===== src/rtl/pipe_scheduler.sv =====
// Pipe obstacle ring: loads the layout, scrolls and respawns pipes, tracks the pipe in
// front of the bird for the collision checker, and keeps the score.
module pipe_scheduler #(
   parameter int unsigned   NUM_PIPES    = 4,
   parameter int unsigned   PIPE_W       = 80,
   parameter int unsigned   PIPE_SPACING = 200,
   parameter int unsigned   SPAWN_X      = 200,
   parameter int unsigned   SPEED        = 2,
   parameter int unsigned   GAP_MIN      = 40,
   parameter logic [9:0]    LFSR_SEED    = 10'h2A5,
   localparam int unsigned  IDX_W        = $clog2(NUM_PIPES)
) (
   input  logic             Clk,
   input  logic             reset,
   input  logic             Start,
   input  logic             Ack,
   input  logic             Tick,
   input  logic             Lose,
   input  logic [9:0]       Bird_X,
   input  logic [IDX_W-1:0] Rd_Idx,
   output logic [9:0]       X_Edge,
   output logic [9:0]       Y_Edge,
   output logic [9:0]       Rd_X,
   output logic [9:0]       Rd_Y,
   output logic [7:0]       Score,
   output logic [IDX_W-1:0] Cur_Idx,
   output logic             Q_Idle,
   output logic             Q_Load,
   output logic             Q_Run,
   output logic             Q_Halt
);

   localparam logic [10:0] RING_11   = 11'(NUM_PIPES * PIPE_SPACING);
   localparam logic [10:0] SPEED_11  = 11'(SPEED);
   localparam logic [9:0]  SPEED_10  = 10'(SPEED);
   localparam logic [10:0] PIPE_W_11 = 11'(PIPE_W);
   localparam logic [9:0]  GAP_10    = 10'(GAP_MIN);

   typedef enum logic [1:0] {S_IDLE, S_LOAD, S_RUN, S_HALT} state_t;

   state_t           state_q, state_d;
   logic [9:0]       x_q [NUM_PIPES];
   logic [9:0]       x_d [NUM_PIPES];
   logic [9:0]       y_q [NUM_PIPES];
   logic [9:0]       y_d [NUM_PIPES];
   logic [9:0]       lfsr_q, lfsr_d;
   logic [IDX_W-1:0] cur_q, cur_d;
   logic [IDX_W-1:0] k_q, k_d;
   logic [7:0]       score_q, score_d;
   logic             pass;

   function automatic logic [9:0] lfsr_step(input logic [9:0] v);
      return {v[8:0], v[9] ^ v[6]};
   endfunction

   function automatic logic [9:0] gap_of(input logic [9:0] v);
      return GAP_10 + {2'b00, v[7:0]};
   endfunction

   // Bird has cleared the current pipe once its right edge is strictly behind Bird_X
   assign pass = ({1'b0, x_q[cur_q]} + PIPE_W_11) < {1'b0, Bird_X};

   always_ff @(posedge Clk or posedge reset) begin
      if (reset) state_q <= S_IDLE;
      else       state_q <= state_d;
   end

   always_comb begin
      state_d = state_q;
      x_d     = x_q;
      y_d     = y_q;
      lfsr_d  = lfsr_q;
      cur_d   = cur_q;
      k_d     = k_q;
      score_d = score_q;
      unique case (state_q)
         S_IDLE: begin
            if (Start) begin
               state_d = S_LOAD;
               score_d = '0;
               cur_d   = '0;
               k_d     = '0;
            end
         end
         S_LOAD: begin
            x_d[k_q] = 10'(SPAWN_X + 32'(k_q) * PIPE_SPACING);
            y_d[k_q] = gap_of(lfsr_q);
            lfsr_d   = lfsr_step(lfsr_q);
            k_d      = k_q + 1'b1;
            if (k_q == IDX_W'(NUM_PIPES - 1)) state_d = S_RUN;
         end
         S_RUN: begin
            if (Lose) begin
               state_d = S_HALT;
            end else begin
               if (pass) begin
                  cur_d = cur_q + 1'b1;
                  if (score_q != 8'hFF) score_d = score_q + 8'd1;
               end
               // Respawns draw gaps in ascending slot order, one LFSR step each
               if (Tick) begin
                  for (int unsigned i = 0; i < NUM_PIPES; i++) begin
                     if (x_q[i] < SPEED_10) begin
                        x_d[i] = 10'({1'b0, x_q[i]} + RING_11 - SPEED_11);
                        y_d[i] = gap_of(lfsr_d);
                        lfsr_d = lfsr_step(lfsr_d);
                     end else begin
                        x_d[i] = x_q[i] - SPEED_10;
                     end
                  end
               end
            end
         end
         S_HALT: begin
            if (Ack) state_d = S_IDLE;
         end
      endcase
   end

   always_ff @(posedge Clk or posedge reset) begin
      if (reset) begin
         x_q     <= '{default: '0};
         y_q     <= '{default: '0};
         lfsr_q  <= LFSR_SEED;
         cur_q   <= '0;
         k_q     <= '0;
         score_q <= '0;
      end else begin
         x_q     <= x_d;
         y_q     <= y_d;
         lfsr_q  <= lfsr_d;
         cur_q   <= cur_d;
         k_q     <= k_d;
         score_q <= score_d;
      end
   end

   assign X_Edge  = x_q[cur_q];
   assign Y_Edge  = y_q[cur_q];
   assign Rd_X    = x_q[Rd_Idx];
   assign Rd_Y    = y_q[Rd_Idx];
   assign Score   = score_q;
   assign Cur_Idx = cur_q;
   assign Q_Idle  = (state_q == S_IDLE);
   assign Q_Load  = (state_q == S_LOAD);
   assign Q_Run   = (state_q == S_RUN);
   assign Q_Halt  = (state_q == S_HALT);

endmodule

===== config.mk =====
export PLATFORM = sky130hd
export DESIGN_NAME = pipe_scheduler
export DESIGN_NICKNAME = d
export VERILOG_FILES = /design/src/rtl/pipe_scheduler.sv
export SDC_FILE = /design/constraint.sdc
export NUM_CORES = 1
export LEC_CHECK = 0
export ABC_AREA = 1
export CAP_MARGIN = 40
export CORE_ASPECT_RATIO = 0.5
export CORE_MARGIN = 2
export CORE_UTILIZATION = 50
export DETAILED_ROUTE_END_ITERATION = 8
export PLACE_DENSITY = 0.82
export SYNTH_ARGS = -nofsm -noshare
export SYNTH_HDL_FRONTEND = slang
export SYNTH_SLANG_ARGS = --single-unit
export TNS_END_PERCENT = 50

===== constraint.sdc =====
create_clock -name Clk -period 7.2 [get_ports Clk]
set_input_delay 1.44 -clock Clk [delete_from_list [all_inputs] [get_ports Clk]]
set_output_delay 1.44 -clock Clk [all_outputs]
set_load 0.02 [all_outputs]

==> reports/results.ini <==
[yosys]
synth-simple-area-share_pct=28.87
syn_inst=1116
synthMuxAreaShare_pct=0
synth_commonest_cells=228 x nand2_1, 125 x nor2_1, 113 x inv_1
synthTopCellsByArea=dfrtp_1 30%, nand2_1 11%, o21ai_0 7.1%, a21oi_1 6.6%, nor2_1 6.2%
synth.top_cell.area_share_pct=30.18
ys_seq_area_share_pct=31.92
synth_top_family_by_area=simple AND/OR/NAND/NOR gates
async_reset_ff_share_pct=100.0
synthAdderAreaFrac_pct=4.808
syn_area_mm2=0.007546
syn_area_per_cell_um2=6.762
ys_types=52
synth_xor_area_share_pct=1.973
synth-warning-count=0
synth_compound_area_share_pct=22.80
ys_ff_latch=96
synth-edff-count=0
synth_top_cell_by_area=dfrtp_1
synth_most_common_cell=nand2_1
synthFlopType=dfrtp_1

[timing]
slew_headroom_pct=41.60
finalCritPeriodShare_pct=77.72
finalSetupViolCount=0
period_needed_ns=5.596
holdWs_ns=0.5148
fin_tns_setup_ns=0
worst_pin_slew_ns=0.8759
finalClockSkew_ns=0.01107
slew_violations=0
final-hold-violation-count=0
fmax_mhz=178.7
rsz0062_at_grt=no

[min_path]
hp-class=flop to flop

[cells_and_area]
antenna_cells=0
drive_gt1_share_pct=8.255
register_area_mm2=0.002409
nNetsFinal=1206
syn_to_final_growth_pct=14.36
fillerInstances=1400
fin_area_mm2=0.008630
multi_input_area_mm2=0.004428
layout.cells.non_filler=1361

[pwr]
comb_power_share_pct=60.7
totalPowerFinal_w=0.004141
p_switching_w=0.002157
p_sw_share_pct=52.09
intPower_w=0.001984
power_density_mw_per_mm2=479.9
seqPwrFrac_pct=26.4
clockPowerShare_pct=12.8
vdd_drop_max_v=0.0002635
leakagePower_nw=4.027

[clock_network]
cts.sink_count=96
cts_buffers=9
ctsHtreeMaxLevel=3
clk_root_buffer_cell=clkbuf_16
cts_tree=done
clock_latency_ns=0.36
clock_path_buffers=2
post_cts_resize_count=0
ctsHoldBuffers=0
clk_pin_slew_ns=0.06
cts_setup_buffers=0

[global_routing]
grt_pass1_vias=7331
gr-usage-all-layers_pct=30.17
overflow=0
grt_max_degree=58
antenna_found_initial=0
grt_pass1_wl_um=38210

[die]
rows=31
start_util_pct=51.60
die_y_um=90.87
io_pins=72
die_w_um=177.7
fp.coreArea_mm2=0.01462
dieArea_mm2=0.01615

[drt]
via_count=7961
ant_nets=0
routed_wl_um=23710
drt_iter0_markers=813
avgViaCountPerCell=5.849
wl_per_cell_um=17.42
first_pass_iters=8
drcViolationCount=0

[placement]
hpwl_um=17770
numPlacedInstances=1346
io_buffer_count=67
gp_congestion=0.8979
place_area_mm2=0.008310

[worst_setup_path]
cp.arrival_ns=4.16
critical_path_class=primary input to primary output
worstSetupEndpointType=primary output
startpoint_type=primary input
cp_max_fo=27
worstPathRequired_ns=5.76

[job]
cap_violations=0

[status]
status=completed

path summary, 6_finish.rpt:
kind / start / end / slack, ns / cells after the start
worst max-delay path: Rd_Idx[0] / Rd_X[8] / 1.60 / 8
worst min-delay path: y_q[17] / y_q[17] / 0.51 / 2
worst max register to register: Cur_Idx[1] / Score[5] / 3.04 / 19
worst min register to register: y_q[17] / y_q[17] / 0.51 / 2
max in group asynchronous: reset / y_q[1] / 4.61 / 3
min in group asynchronous: reset / state_q[0] / 1.48 / 2
power groups by stage:
stage                     registers, W  clock network [W]  logic, W
after floorplan               0.000982                  0   0.00176
after global placement         0.00108                  0   0.00241
after detailed placement       0.00109                  0   0.00247
after CTS                      0.00108           0.000538   0.00249
after global routing           0.00112           0.000558   0.00280
final                          0.00110           0.000532   0.00251
per-stage QoR:
step	util, %	setup WS (ns)
global route	59.01	1.480
detailed placement	56.83	1.644
CTS	59.01	1.633
finish	59.01	1.604
global placement	56.83	1.742
floorplan	-	3.164
cells by family after synthesis:
group                    after synthesis
AND/OR/NAND/NOR                      492
AO/OA/AOI/OAI                        304
buffers and inverters                177
flip-flops                            96
adder cells (fa/ha/maj)               29
XOR/XNOR                              17
other                                  1
routing by layer:
layer | wire, um | global-route usage (%)
met2 | 10540 | 46.54
met4 | 435 | 7.923
met1 | 10560 | 42.26
met5 | 0 | 0
met3 | 2175 | 7.239
worst max-delay path, cell delays in order:
cell	delay (ns)
clkdlybuf4s50_1	0.45
buf_4	0.29
clkinv_1	0.48
buf_4	0.39
o21ai_0	0.18
a21oi_1	0.07
a21oi_1	0.20
clkdlybuf4s50_1	0.64
final cells by class:
| cell class | count | share of cell area (%) |
|---|---|---|
| clock inverter | 6 | 1.087 |
| multi-input combinational | 846 | 51.31 |
| clock buffer | 9 | 2.610 |
| sequential | 96 | 27.91 |
| timing repair buffer | 75 | 8.467 |
| inverter | 131 | 5.742 |
| tap | 198 | 2.871 |
placed cells by master, fill, tap and decap left out, drive strengths merged, types with 7 or more instances in the layout:
cell type,instances
nand3,83
inv,128
dfrtp,91
o21ai,130
nand2,248
nor3,7
xor2,14
ha,29
nor2,132
a21oi,108
or2,8
o22ai,27
a22oi,11
clkdlybuf4s50,67
clkbuf,9
nand4,9
buf,8
a31oi,15
registers in the layout, summed over array words and instances (netlist names):
register	flops
k_q	2
Cur_Idx	2
lfsr_q	10
Score	8
x_q	36
state_q	2
y_q	36
Power figures use the tool's default switching activity.
